===== config.mk =====
export PLATFORM = sky130hd
export DESIGN_NAME = sram_dram_responder
export DESIGN_NICKNAME = d
export VERILOG_FILES = /design/src/rtl/sram_dram_responder_pkg.sv /design/src/rtl/sram_dram_responder_half_access.sv /design/src/rtl/sram_dram_responder.sv
export SDC_FILE = /design/constraint.sdc
export NUM_CORES = 1
export LEC_CHECK = 0
export ABC_AREA = 1
export CORE_ASPECT_RATIO = 0.9
export CORE_UTILIZATION = 41
export CTS_CLUSTER_SIZE = 25
export DETAILED_ROUTE_END_ITERATION = 6
export PLACE_DENSITY = 0.65
export SLEW_MARGIN = 40
export SYNTH_ARGS = -nofsm -noshare
export SYNTH_HDL_FRONTEND = slang
export SYNTH_SLANG_ARGS = --single-unit

===== constraint.sdc =====
create_clock -name clk -period 3.82 [get_ports clk]
set_input_delay 0.573 -clock clk [delete_from_list [all_inputs] [get_ports clk]]
set_output_delay 0.573 -clock clk [all_outputs]
set_load 0.02 [all_outputs]

===== src/rtl/sram_dram_responder_pkg.sv =====
// Shared types and constants for the SRAM-backed DRAM responder.
package sram_dram_responder_pkg;

    localparam int MEM_ADDR_BITS  = 19;
    localparam int SRAM_DATA_BITS = 16;
    localparam int SRAM_WAIT_BITS = 4;

    typedef enum logic [2:0] {
        SRAM_ST_IDLE,
        SRAM_ST_SETUP,
        SRAM_ST_STROBE,
        SRAM_ST_HOLD,
        SRAM_ST_ACK
    } sram_state_e;

    // Top-level sequencer: a half access is either running in the sub-module or not.
    typedef enum logic [1:0] {
        SEQ_IDLE,
        SEQ_RUN,
        SEQ_ACK
    } seq_state_e;

    typedef struct packed {
        logic                     write;
        logic [MEM_ADDR_BITS-1:0] addr;
        logic [3:0]               be;
        logic [31:0]              wdata;
    } sram_req_t;

    // Returns {ub_n, lb_n} for one halfword; reads always enable both lanes.
    function automatic logic [1:0] half_lanes_n(input logic write, input logic [3:0] be,
                                                input logic half);
        if (!write) return 2'b00;
        return half ? ~be[3:2] : ~be[1:0];
    endfunction

endpackage


===== src/rtl/sram_dram_responder_half_access.sv =====
// One SETUP / STROBE / HOLD sequence for a single SRAM halfword; all pin outputs registered.
module sram_half_access
    import sram_dram_responder_pkg::*;
#(
    parameter int ADDR_BITS   = 20,
    parameter int WAIT_STATES = 2
) (
    input  logic                      clk,
    input  logic                      reset_n,
    input  logic                      sync_reset,
    input  logic                      start,
    input  logic                      write,
    input  logic [ADDR_BITS-1:0]      addr,
    input  logic [1:0]                lanes_n,
    input  logic [SRAM_DATA_BITS-1:0] wdata,
    output logic                      sample,
    output logic                      done,
    output logic [ADDR_BITS-1:0]      sram_addr,
    output logic [SRAM_DATA_BITS-1:0] sram_dq_out,
    output logic                      sram_dq_oe,
    output logic                      sram_ce_n,
    output logic                      sram_oe_n,
    output logic                      sram_we_n,
    output logic                      sram_lb_n,
    output logic                      sram_ub_n
);

    sram_state_e               state;
    logic [SRAM_WAIT_BITS-1:0] cnt;
    logic                      wr;

    assign done   = (state == SRAM_ST_HOLD);
    assign sample = (state == SRAM_ST_STROBE) && (cnt == '0) && !wr;

    always_ff @(posedge clk or negedge reset_n) begin
        if (!reset_n) begin
            state       <= SRAM_ST_IDLE;
            cnt         <= '0;
            wr          <= 1'b0;
            sram_addr   <= '0;
            sram_dq_out <= '0;
            sram_dq_oe  <= 1'b0;
            sram_ce_n   <= 1'b1;
            sram_oe_n   <= 1'b1;
            sram_we_n   <= 1'b1;
            sram_lb_n   <= 1'b1;
            sram_ub_n   <= 1'b1;
        end else if (sync_reset) begin
            state       <= SRAM_ST_IDLE;
            cnt         <= '0;
            wr          <= 1'b0;
            sram_addr   <= '0;
            sram_dq_out <= '0;
            sram_dq_oe  <= 1'b0;
            sram_ce_n   <= 1'b1;
            sram_oe_n   <= 1'b1;
            sram_we_n   <= 1'b1;
            sram_lb_n   <= 1'b1;
            sram_ub_n   <= 1'b1;
        end else begin
            case (state)
                // HOLD can chain straight into the next half's SETUP
                SRAM_ST_IDLE, SRAM_ST_HOLD: begin
                    if (start) begin
                        state                  <= SRAM_ST_SETUP;
                        wr                     <= write;
                        sram_addr              <= addr;
                        sram_ce_n              <= 1'b0;
                        {sram_ub_n, sram_lb_n} <= lanes_n;
                        sram_dq_oe             <= write;
                        if (write) sram_dq_out <= wdata;
                    end else begin
                        state      <= SRAM_ST_IDLE;
                        sram_ce_n  <= 1'b1;
                        sram_lb_n  <= 1'b1;
                        sram_ub_n  <= 1'b1;
                        sram_dq_oe <= 1'b0;
                    end
                end
                SRAM_ST_SETUP: begin
                    state <= SRAM_ST_STROBE;
                    cnt   <= SRAM_WAIT_BITS'(WAIT_STATES);
                    if (wr) sram_we_n <= 1'b0;
                    else    sram_oe_n <= 1'b0;
                end
                SRAM_ST_STROBE: begin
                    if (cnt == '0) begin
                        state     <= SRAM_ST_HOLD;
                        sram_oe_n <= 1'b1;
                        sram_we_n <= 1'b1;
                    end else begin
                        cnt <= cnt - 1'b1;
                    end
                end
                default: state <= SRAM_ST_IDLE;
            endcase
        end
    end

endmodule


===== src/rtl/sram_dram_responder.sv =====
// 32-bit request port served by one or two 16-bit async SRAM accesses.
// SRAM_HALF_SKIP_EN: when defined, write halves with no enabled bytes are skipped.
module sram_dram_responder
    import sram_dram_responder_pkg::*;
#(
    parameter int SRAM_ADDR_BITS = 20,
    parameter int WAIT_STATES    = 2
) (
    input  logic                      clk,
    input  logic                      reset_n,
    input  logic                      sync_reset,
    input  logic [MEM_ADDR_BITS-1:0]  mem_addr,
    input  logic                      mem_read_en,
    input  logic                      mem_write_en,
    input  logic [3:0]                mem_byte_enable,
    input  logic [31:0]               mem_write_data,
    output logic                      mem_ack,
    output logic [31:0]               mem_read_data,
    output logic                      busy,
    output logic [SRAM_ADDR_BITS-1:0] sram_addr,
    input  logic [SRAM_DATA_BITS-1:0] sram_dq_in,
    output logic [SRAM_DATA_BITS-1:0] sram_dq_out,
    output logic                      sram_dq_oe,
    output logic                      sram_ce_n,
    output logic                      sram_oe_n,
    output logic                      sram_we_n,
    output logic                      sram_lb_n,
    output logic                      sram_ub_n
);

    seq_state_e seq;
    sram_req_t  req, cur;
    logic       half;
    logic [31:0] rd_buf;
    logic       accept, start, start_half, go_ack, h0_en, h1_en;
    logic       sample, done;

    // In IDLE the live request drives the first half directly so SETUP starts on the next cycle.
    always_comb begin
        cur = req;
        if (seq == SEQ_IDLE) begin
            cur.write = mem_write_en;
            cur.addr  = mem_addr;
            cur.be    = mem_byte_enable;
            cur.wdata = mem_write_data;
        end
        accept = (seq == SEQ_IDLE) && (mem_read_en || mem_write_en);
`ifdef SRAM_HALF_SKIP_EN
        h0_en = !cur.write || (cur.be[1:0] != 2'b00);
        h1_en = !cur.write || (cur.be[3:2] != 2'b00);
`else
        h0_en = 1'b1;
        h1_en = 1'b1;
`endif
        start      = 1'b0;
        start_half = 1'b0;
        go_ack     = 1'b0;
        if (accept) begin
            if (h0_en) begin
                start = 1'b1;
            end else if (h1_en) begin
                start      = 1'b1;
                start_half = 1'b1;
            end else begin
                go_ack = 1'b1;
            end
        end else if (seq == SEQ_RUN && done) begin
            if (!half && h1_en) begin
                start      = 1'b1;
                start_half = 1'b1;
            end else begin
                go_ack = 1'b1;
            end
        end
    end

    sram_half_access #(
        .ADDR_BITS  (SRAM_ADDR_BITS),
        .WAIT_STATES(WAIT_STATES)
    ) u_half (
        .clk        (clk),
        .reset_n    (reset_n),
        .sync_reset (sync_reset),
        .start      (start),
        .write      (cur.write),
        .addr       (SRAM_ADDR_BITS'({cur.addr, start_half})),
        .lanes_n    (half_lanes_n(cur.write, cur.be, start_half)),
        .wdata      (start_half ? cur.wdata[31:16] : cur.wdata[15:0]),
        .sample     (sample),
        .done       (done),
        .sram_addr  (sram_addr),
        .sram_dq_out(sram_dq_out),
        .sram_dq_oe (sram_dq_oe),
        .sram_ce_n  (sram_ce_n),
        .sram_oe_n  (sram_oe_n),
        .sram_we_n  (sram_we_n),
        .sram_lb_n  (sram_lb_n),
        .sram_ub_n  (sram_ub_n)
    );

    always_ff @(posedge clk or negedge reset_n) begin
        if (!reset_n) begin
            seq           <= SEQ_IDLE;
            req           <= '0;
            half          <= 1'b0;
            rd_buf        <= '0;
            mem_read_data <= '0;
            mem_ack       <= 1'b0;
            busy          <= 1'b0;
        end else if (sync_reset) begin
            seq           <= SEQ_IDLE;
            req           <= '0;
            half          <= 1'b0;
            rd_buf        <= '0;
            mem_read_data <= '0;
            mem_ack       <= 1'b0;
            busy          <= 1'b0;
        end else begin
            mem_ack <= 1'b0;
            if (sample) begin
                if (half) rd_buf[31:16] <= sram_dq_in;
                else      rd_buf[15:0]  <= sram_dq_in;
            end
            case (seq)
                SEQ_IDLE: begin
                    if (accept) begin
                        req     <= cur;
                        half    <= start_half;
                        busy    <= 1'b1;
                        seq     <= go_ack ? SEQ_ACK : SEQ_RUN;
                        mem_ack <= go_ack;
                    end
                end
                SEQ_RUN: begin
                    if (go_ack) begin
                        seq     <= SEQ_ACK;
                        mem_ack <= 1'b1;
                        if (!req.write) mem_read_data <= rd_buf;
                    end else if (start) begin
                        half <= 1'b1;
                    end
                end
                SEQ_ACK: begin
                    seq  <= SEQ_IDLE;
                    busy <= 1'b0;
                end
                default: seq <= SEQ_IDLE;
            endcase
        end
    end

endmodule

# Word level (Yosys, flattened, before mapping)
# Index checks and enable logic that the tools add are counted.
[word_totals]
reg_bits = 175
input_bits = 76
output_inout_bits = 76
word_cells = 149
[classes]
n_addsub = 1
n_eq_ne = 15
n_mux = 75
bitwise_logic = 2
n_reduce_logical = 34
[op_table]
columns = ["op", "n"]
rows = [
  ["$mux 56", 4],
  ["$mux 32", 6],
  ["$mux 16", 7],
  ["$mux 20", 3],
  ["$mux 1", 37],
  ["$ne 3x3->1 const B", 7],
  ["$reduce_bool 2->1", 9],
  ["$reduce_and 2->1", 7],
  ["$mux 2", 6],
  ["$reduce_and 3->1", 4],
  ["$pmux 1 s2", 5],
  ["$pmux 3 s3", 1],
  ["$reduce_bool 3->1", 3],
  ["$mux 4", 2],
  ["$pmux 4 s2", 1],
  ["$eq 3x2->1 const B", 2],
  ["$mux 3", 2],
  ["$logic_and 1x1->1", 4],
  ["$logic_not 4->1", 1],
  ["$ne 2x2->1 const B", 2],
  ["$not 2->2", 2],
  ["$pmux 2 s2", 1],
  ["$reduce_and 4->1", 1],
  ["$sub 4x1->4 const B", 1],
  ["other kinds (9)", 9],
]

# Longest topological paths before layout
# Gate-level depths: netlist (run 1).
[logic_depth]
depth_word = 9
ltp_mapped = 10
mapped_depth_nobuf = 9

# Modules after synthesis
# Synthesis (run 1) repeated with hierarchy kept, for this count alone.
[unflattened]
cells_unflattened = 1057
hier_area_um2 = 8197.9
[by_module_without_submodules]
columns = ["module", "n_inst", "cells_per_inst", "area_per_inst_um2", "seq_area_each_um2"]
rows = [
  ["sram_dram_responder", 1, 810, 6019.5, 3128.0],
  ["sram_half_access", 1, 247, 2178.3, 1232.4],
]

# Least setup slack after synthesis (run 1)
# OpenSTA, ideal clock, no wires.
[synth_path]
path_type = "register -> register"
start = "reg u_half.state[0]"
end = "reg u_half.sram_dq_out[10]"
setup_time_ns = 0.065
arrival_ns = 1.503
required_time_ns = 3.755
slack_ns = 2.252
stages_incl_launch_ff = 9
n_path_buf = 1
synth_period_minus_slack_ns = 1.568
cell_sequence = "dfrtp_1 -> inv_1 -> ha_1 -> nor2_1 -> inv_1 -> nand3_2 -> buf_4 -> nand2_1 -> nand2_1"
[synth_via]
elab_chain_cells = 9
word_cells_on_any_way = 15
cone_classes = "eq/ne: 1; mux: 8; reduce/logical: 6"
[synth_lines]
columns = ["item", "line_no", "rtl"]
rows = [
  ["start, declared", "sram_dram_responder_half_access.sv:28", "sram_state_e state;"],
  ["start signal, assigned", "sram_dram_responder_half_access.sv:37", "state <= SRAM_ST_IDLE;"],
  ["start signal, assigned", "sram_dram_responder_half_access.sv:49", "state <= SRAM_ST_IDLE;"],
  ["start signal, assigned", "sram_dram_responder_half_access.sv:65", "state <= SRAM_ST_SETUP;"],
  ["$eq 3x2->1", "sram_dram_responder_half_access.sv:32, sram_dram_responder_half_access.sv:61", ""],
  ["$logic_and 1x1->1", "sram_dram_responder.sv:67", "end else if (seq == SEQ_RUN && done) begin"],
  ["$mux 1", "sram_dram_responder.sv:67", ""],
  ["$mux 1", "sram_dram_responder.sv:58", "if (accept) begin"],
  ["$mux 16", "sram_dram_responder.sv:88", ".wdata (start_half ? cur.wdata[31:16] : cur.wdata[15:0]),"],
  ["$mux 16", "sram_dram_responder_half_access.sv:71", "if (write) sram_dq_out <= wdata;"],
  ["$mux 16", "sram_dram_responder_half_access.sv:64", "if (start) begin"],
  ["$mux 16", "sram_dram_responder_half_access.sv:61", "case (state)"],
  ["$mux 16", "sram_dram_responder_half_access.sv:48", "end else if (sync_reset) begin"],
  ["end signal, assigned", "sram_dram_responder_half_access.sv:71", ""],
  ["end, declared", "sram_dram_responder_half_access.sv:19", "output logic [SRAM_DATA_BITS-1:0] sram_dq_out,"],
]
# Several ways; a longest one is shown, not always the timed one. The select of a mux whose other input is x is not followed.
# A chain may end at the register's enable or synchronous reset.

# Worst setup path in the final report (run 1)
[layout_path]
start = "in sync_reset"
end = "reg rd_buf[14]"
[layout_via]
elab_chain_cells = 2
word_cells_on_any_way = 4
cone_classes = "eq/ne: 1; mux: 1; reduce/logical: 2"
[layout_lines]
columns = ["item", "line_no", "rtl"]
rows = [
  ["start, declared", "sram_dram_responder.sv:11", "input logic sync_reset,"],
  ["$ne 2x2->1 (no source line) or $reduce_bool 2->1 (tied branches)", "--", ""],
  ["$reduce_and 2->1 (no source line)", "--", ""],
  ["end signal, assigned", "sram_dram_responder.sv:122", "else rd_buf[15:0] <= sram_dq_in;"],
  ["end, declared", "sram_dram_responder.sv:34", "logic [31:0] rd_buf;"],
]
# Several ways; a longest one is shown, not always the timed one.

==> results of run 1 <==
-- critical path: stages --
cell	delay [ps]
clkdlybuf4s50_1	510
inv_4	480
nand2_1	520
nand2_1	580
nand2_1	120
nand2_1	90
-- how the worst max path moves through the flow --
stage,startpoint,endpoint,slack [ps],cells after the start
after detailed placement,sync_reset,rd_buf[14],890,6
after global routing,seq[1],u_half.sram_addr[17],1050,7
after floorplan,u_half.state[0],u_half.sram_dq_out[10],2250,8
after CTS,seq[1],u_half.sram_addr[14],1320,7
final,sync_reset,rd_buf[14],1290,6
after global placement,sync_reset,rd_buf[8],990,6
-- final cells by class --
cell class	instances	area, sq um
Clock inverter	11	141
Multi-Input combinational cell	683	3090
Inverter	93	352
Fill cell	1791	8940
Sequential cell	174	4360
Tap cell	250	313
Clock buffer	20	457
Timing Repair Buffer	164	1620
-- per-layer routing --
layer  vias to the layer above  routed length (um)  part of all wire  GRT usage
met5                         -                   0                 0          0
met4                         0                 172            0.0085     0.0499
met3                        17                1250             0.061     0.0508
met2                       214                8980              0.44      0.316
met1                      3249                9870              0.49      0.306
li1                       3484                   -                 -          -
-- logic make-up (layout without fill, tap and decap cells) --
logic type	count (synthesis)	in the layout	share of synthesized area
AO/OA/AOI/OAI	111	111	0.0710
adder cells (fa/ha/maj)	5	5	0.00771
XOR/XNOR	1	1	0.00108
buffers and inverters	151	288	0.0823
AND/OR/NAND/NOR	566	566	0.301
flip-flops	174	174	0.537
-- Yosys cell counts, drive strengths merged --
| cell type | count | area share |
|---|---|---|
| o21ai | 92 | 0.057 |
| buf | 46 | 0.034 |
| nand4 | 4 | 0.0039 |
| clkinv | 1 | 0.00046 |
| xor2 | 1 | 0.0011 |
| nand2 | 328 | 0.15 |
| dfstp | 5 | 0.016 |
| o22ai | 1 | 0.00077 |
| nand3 | 187 | 0.12 |
| nor2 | 46 | 0.024 |
| clkbuf | 12 | 0.0057 |
| inv | 92 | 0.043 |
| dfrtp | 169 | 0.52 |
| ha | 5 | 0.0077 |
| a31oi | 16 | 0.012 |
| or2 | 1 | 0.00077 |
| a21oi | 2 | 0.0012 |
-- cell usage in the layout, fill, tap and decap left out, types with 5 or more instances in the layout --
master / instances
a31oi_1: 16
dfstp_2: 5
clkbuf_16: 17
clkdlybuf4s50_1: 150
nand3_1: 184
inv_1: 88
buf_4: 12
o21ai_0: 77
nand2_1: 322
dfrtp_1: 169
o21ai_1: 15
ha_1: 5
nor2_1: 41
-- sequential cells by signal, indices dropped and copies added, names as in the netlist, 2 cells and up --
signal and count:
rd_buf 32, mem_read_data 32, seq 2, u_half.cnt 4, u_half.sram_dq_out 16, req 56
u_half.sram_addr 20, u_half.state 2
-- through the flow --
step	setup WS [ps]	hold slack, ps
2_1_floorplan	2250	277
3_3_place_gp	985	453
3_5_place_dp	893	458
4_1_cts	1320	97.6
5_1_grt	1050	107
6_report	1290	86.9
-- power by group through the flow --
stage	Combinational, W	Clock [W]	Sequential [W]
floorplan	0.000723	0	0.00248
global placement	0.00141	0	0.00237
detailed placement	0.00143	0	0.00236
CTS	0.00144	0.00180	0.00233
global route	0.00159	0.00188	0.00237
finish	0.00142	0.00178	0.00233
==> flow_summary.yaml, run 1 <==
setup_path:
  critPathMaxFanout: 54
  cp-end-kind: "register"
  startpoint_type: "primary input"
  r2r_slack_ps: 1300
  crit_type: "in -> reg"
  worstPathArrival_ps: 2890
  r2r-end: "req[33]"
  rr_startpoint: "seq[1]"
  r2r_cells: 5
  critPathRequiredTime_ps: 4180
floorplanning:
  initial_utilization: 0.421
  core_sq_um: 19300
  dieArea_sq_um: 20400
  die_x_um: 150
  fp-row-count: 48
  die_h_um: 136
  num_io_pins: 152
flow_run:
  maxCapViolations: 0
placement:
  place_congestion: 0.809
  place_inst: 1364
  place_area_sq_um: 9740
  dp_hpwl_um: 13400
  io_buffers: 151
power_and_ir_drop:
  p_int_w: 0.00376
  power.density_nw_per_um2: 535
  pwr-share-comb: 0.257
  swShare: 0.319
  clockPowerShare: 0.321
  ir_drop_v: 0.000318
  p_seq_frac: 0.422
  power_leakage_nw: 5.20
  power_w: 0.00553
  p_sw_w: 0.00176
synthesis:
  syn_nets: 1089
  synth.distinct_cells: 29
  syn_area_sq_um: 8120
  ys_seq_area_frac: 0.537
  ys_seq_elements: 174
  syn_inst: 1008
  yosysWarnings: 0
  avgSynthCellArea_sq_um: 8.05
sta:
  setup-tns-final_ps: 0
  fin_skew_ps: 8.04
  rsz0062_at_grt: "false"
  hold_violations: 0
  fin_crit_sh: 0.661
  timing.final.crit_period_ps: 2530
  max_clock_freq_mhz: 396
  drv_slew: 0
  relSlewSlack: 0.434
  finalSetupViolations: 0
  worstMarginPinSlew_ps: 846
clock_tree:
  clock_path_buffers: 2
  post_cts_buffers: 0
  root_buffer: "clkbuf_16"
  ctsResizeCount: 0
  clkSinkCount: 174
  cts_hold_buf: 0
  cts_tree: "yes"
  path_clk_slew_ps: 60
  htree_levels: 4
  clock_latency_ps: 430
  numCtsBuffers: 17
drt:
  drt_iter0_drc: 440
  avgViaCountPerCell: 4.99
  drt-pass1-iter-count: 5
  wl_um: 20300
  route.vias.total: 6964
  drc: 0
  ant_nets: 0
  wl_per_cell_um: 14.5
cells_and_area:
  nets: 1214
  area_delta_synth_final_pct: 27.3
  layout-drive-gt1-share: 0.0594
  fin_area_sq_um: 10300
  fin_cells: 1395
  final_core_util: 0.536
  antennaDiodeCount: 0
global_route:
  grt_antenna_before_repair: 0
  grt_pass1_wl_um: 33400
  grt_max_degree: 60
  grt_pass1_vias: 6445
  gr-total-overflow: 0
  grt_util_all_layers: 0.211
hold_path:
  hp-class: "in -> async"
run_status:
  status: "completed"
Power figures use the tool's default switching activity.
==> run 2: changes to the inputs <==
Settings changed: PLACE_DENSITY 0.65 to 0.68.
Clock period 3.82 ns to 2.25 ns, I/O delays scaled along.
==> flow_summary.yaml, run 2 (same netlist as run 1, synthesis figures left out) <==
run_status:
  status: "completed"
placement:
  place_area_sq_um: 9890
  place_congestion: 0.802
  io_buffers: 151
  dp_hpwl_um: 13900
sta:
  relSlewSlack: 0.578
  rsz0062_at_grt: "false"
  fin_hold_ws_ps: 424
  setup-tns-final_ps: 0
  fin_skew_ps: 13.0
  hold_violations: 0
  max_clock_freq_mhz: 523
  drv_slew: 0
  finalSetupViolations: 0
  fin_crit_sh: 0.850
  timing.final.crit_period_ps: 1910
  worstMarginPinSlew_ps: 632
setup_path:
  cp-startpoint: "u_half.sram_ce_n"
  worst_path_max_delay_cell: "clkdlybuf4s50_1"
  startpoint_type: "register"
  critPathMaxFanout: 2
  crit_chain: "clkdlybuf4s50_1"
  worstPathArrival_ps: 1580
  critical_path.top_delay_family: "buffers and inverters"
  max_stage_delay_ps: 600
  worst-path-buf-inv: 1
  rr_startpoint: "u_half.cnt[0]"
  cp-end-kind: "output pin"
  critPathRequiredTime_ps: 1910
  crit_type: "reg -> out"
hold_path:
  hp-class: "in -> async"
cells_and_area:
  nets: 1228
  fin_area_sq_um: 10500
  layout_common_cells: "nand2_1 (322), nand3_1 (184), dfrtp_1 (169), clkdlybuf4s50_1 (150), inv_1 (88)"
  layout-drive-gt1-share: 0.0707
  final_common_cell: "nand2_1"
  max_flop_register: "req"
  largestRegisters: "req x56, mem_read_data x32, rd_buf x32"
  antennaDiodeCount: 0
  area_delta_synth_final_pct: 29.4
  final_core_util: 0.545
  largest_reg_flops: 56
floorplanning:
  die_x_um: 150
  num_io_pins: 152
  dieArea_sq_um: 20400
  fp-row-count: 48
  core_sq_um: 19300
  initial_utilization: 0.421
  die_h_um: 136
clock_tree:
  path_clk_slew_ps: 70
  clock_latency_ps: 430
  clkSinkCount: 174
  cts_tree: "yes"
  post_cts_buffers: 0
  numCtsBuffers: 17
  cts_hold_buf: 1
  root_buffer: "clkbuf_16"
  clock_path_buffers: 2
  ctsResizeCount: 0
  htree_levels: 4
power_and_ir_drop:
  power.density_nw_per_um2: 899
  power_w: 0.00944
  power_leakage_nw: 5.28
  p_seq_frac: 0.420
  pwr-share-comb: 0.265
  ir_drop_v: 0.000551
  clockPowerShare: 0.316
  p_sw_w: 0.00306
  p_int_w: 0.00639
  swShare: 0.324
drt:
  drt-pass1-iter-count: 6
  ant_nets: 0
  avgViaCountPerCell: 5.02
  drc: 0
  wl_um: 20700
  wl_per_cell_um: 14.7
  route.vias.total: 7083
  drt_iter0_drc: 499
global_route:
  grt_pass1_vias: 6772
  grt_max_degree: 84
  gr-total-overflow: 0
  grt_antenna_before_repair: 1
  grt_util_all_layers: 0.216
  grt_pass1_wl_um: 34400
flow_run:
  maxCapViolations: 0
-- run 2: per-layer routing --
layer	wire [um]	up-vias	track usage
li1	-	3519	-
met1	9820	3313	0.310
met2	9360	233	0.332
met3	1330	16	0.0448
met4	212	2	0.0572
met5	17	-	0
-- run 2: final timing paths --
| path | cells after the start | slack, ps | end |
|---|---|---|---|
| max in group asynchronous | 3 | 1070 | req[49] |
| min reg2reg | 2 | 470 | rd_buf[17] |
| max reg2reg | 9 | 380 | rd_buf[7] |
| max | 1 | 340 | sram_ce_n |
| min in group clk | 2 | 470 | rd_buf[17] |
| min | 2 | 420 | mem_read_data[28] |
-- run 2: cell type report --
cell class	instances	area [sq um]
clock buffers	21	470
clock inverters	11	131
fillers	1767	8770
inverters	93	352
multi-input cells	683	3100
flip-flops and latches	174	4360
well taps	250	313
repair buffers	178	1780
-- run 2: stage by stage --
step	setup WS [ps]	cells
final	337	1410
after global routing	171	1410
after CTS	317	1410
after detailed placement	125	1377
after global placement	190	1377
after floorplan	682	1008
-- run 2: power by group through the flow --
stage | Clock (W) | Combinational [W] | Sequential, W
after floorplan | 0 | 0.00123 | 0.00422
after global placement | 0 | 0.00246 | 0.00401
after detailed placement | 0 | 0.00250 | 0.00400
after CTS | 0.00304 | 0.00251 | 0.00396
after global routing | 0.00318 | 0.00278 | 0.00402
final | 0.00298 | 0.00250 | 0.00396
==> run 3: changes to the inputs <==
Settings changed: MAX_ROUTING_LAYER set to met4.
==> flow_summary.yaml, run 3 (same netlist as run 1, synthesis figures left out) <==
clock_tree:
  cts_tree: "yes"
  htree_levels: 4
  numCtsBuffers: 17
  clock_path_buffers: 2
  root_buffer: "clkbuf_16"
  clock_latency_ps: 430
  clkSinkCount: 174
  path_clk_slew_ps: 70
cells_and_area:
  fin_cells: 1411
  area_delta_synth_final_pct: 29.4
  layout_common_cells: "nand2_1 (322), nand3_1 (184), dfrtp_1 (169), clkdlybuf4s50_1 (150), inv_1 (88)"
  layout-drive-gt1-share: 0.0707
  largest_reg_flops: 56
  final_common_cell: "nand2_1"
  nets: 1228
  largestRegisters: "req x56, mem_read_data x32, rd_buf x32"
  max_flop_register: "req"
global_route:
  gr-total-overflow: 0
  grt_pass1_wl_um: 34400
  grt_util_all_layers: 0.223
  grt_max_degree: 84
  grt_antenna_before_repair: 1
  grt_pass1_vias: 6775
sta:
  timing.final.crit_period_ps: 1920
  hold_violations: 0
  worstMarginPinSlew_ps: 637
  max_clock_freq_mhz: 520
  rsz0062_at_grt: "false"
  relSlewSlack: 0.574
  drv_slew: 0
  finalSetupViolations: 0
  fin_crit_sh: 0.854
  setup-tns-final_ps: 0
  fin_skew_ps: 10.1
placement:
  io_buffers: 151
  place_inst: 1377
  place_congestion: 0.814
  dp_hpwl_um: 13900
setup_path:
  worst_path_max_delay_cell: "clkdlybuf4s50_1"
  cp-end-kind: "output pin"
  critPathMaxFanout: 2
  worstPathArrival_ps: 1580
  r2r_cells: 9
  r2r_slack_ps: 380
  path_depth: 1
  critical_path.top_delay_family: "buffers and inverters"
  worst-path-buf-inv: 1
  crit_chain: "clkdlybuf4s50_1"
  startpoint_type: "register"
  critPathRequiredTime_ps: 1910
  crit_type: "reg -> out"
  max_stage_delay_ps: 610
drt:
  wl_per_cell_um: 14.7
  wl_um: 20800
  avgViaCountPerCell: 5.04
  drt-pass1-iter-count: 5
  drc: 0
  ant_nets: 0
  drt_iter0_drc: 576
  route.vias.total: 7111
floorplanning:
  num_io_pins: 152
  initial_utilization: 0.421
  fp-row-count: 48
  die_x_um: 150
  die_h_um: 136
  dieArea_sq_um: 20400
  core_sq_um: 19300
power_and_ir_drop:
  ir_drop_v: 0.000556
  power.density_nw_per_um2: 899
  power_leakage_nw: 5.28
flow_run:
  maxCapViolations: 0
hold_path:
  hp-class: "in -> async"
run_status:
  status: "completed"
run 3: cell count changes in the layout (fill, tap and decap cells not counted), sizes merged:
cell	previous run	this run
diode	0	1
run 3: area by class of cell:
| type | count | area [sq um] |
|---|---|---|
| Tap cell | 250 | 313 |
| Clock buffer | 21 | 470 |
| Clock inverter | 11 | 131 |
| Antenna cell | 1 | 2.50 |
| Inverter | 93 | 352 |
| Sequential cell | 174 | 4360 |
| Fill cell | 1766 | 8770 |
| Timing Repair Buffer | 178 | 1780 |
| Multi-Input combinational cell | 683 | 3100 |
run 3: power by group:
| part | internal (W) | switching, W |
|---|---|---|
| Combinational | 0.000984 | 0.00151 |
| Sequential | 0.00366 | 0.000299 |
| Clock | 0.00174 | 0.00125 |
run 3: final timing paths:
| check | startpoint | endpoint |
|---|---|---|
| worst max-delay path | u_half.sram_ub_n | sram_ub_n |
| worst min-delay path | reset_n | mem_read_data[28] |
| worst max register to register | u_half.cnt[0] | rd_buf[7] |
| worst min register to register | rd_buf[17] | rd_buf[17] |
| max in group asynchronous | reset_n | req[48] |
| min in group clk | rd_buf[17] | rd_buf[17] |
run 3: metal layers:
metal / share of wire / GRT usage / vias up
met5: 0 / - / -
met4: 0.0079 / 0.0572 / 0
met3: 0.062 / 0.0424 / 11
met2: 0.45 / 0.331 / 218
met1: 0.48 / 0.314 / 3360
li1: - / - / 3522
run 3: timing repair:
item / CTS / global route
hold endpoints to repair: 41 / 0
resized for setup: 0 / 0
hold buffers: 1 / 0
buffers inserted: 0 / 0
run 3: through the flow:
stage / utilization / hold WS (ps) / total power [W] / instance area, sq um / worst slack (ps)
CTS: 0.545 / 440 / 0.00951 / 10500 / 317
finish: 0.545 / 420 / 0.00945 / 10500 / 328
detailed placement: 0.513 / 315 / 0.00650 / 9890 / 125
global route: 0.545 / 473 / 0.00997 / 10500 / 170
global placement: 0.513 / 308 / 0.00647 / 9890 / 190
floorplan: - / 41.9 / 0.00544 / 8120 / 682
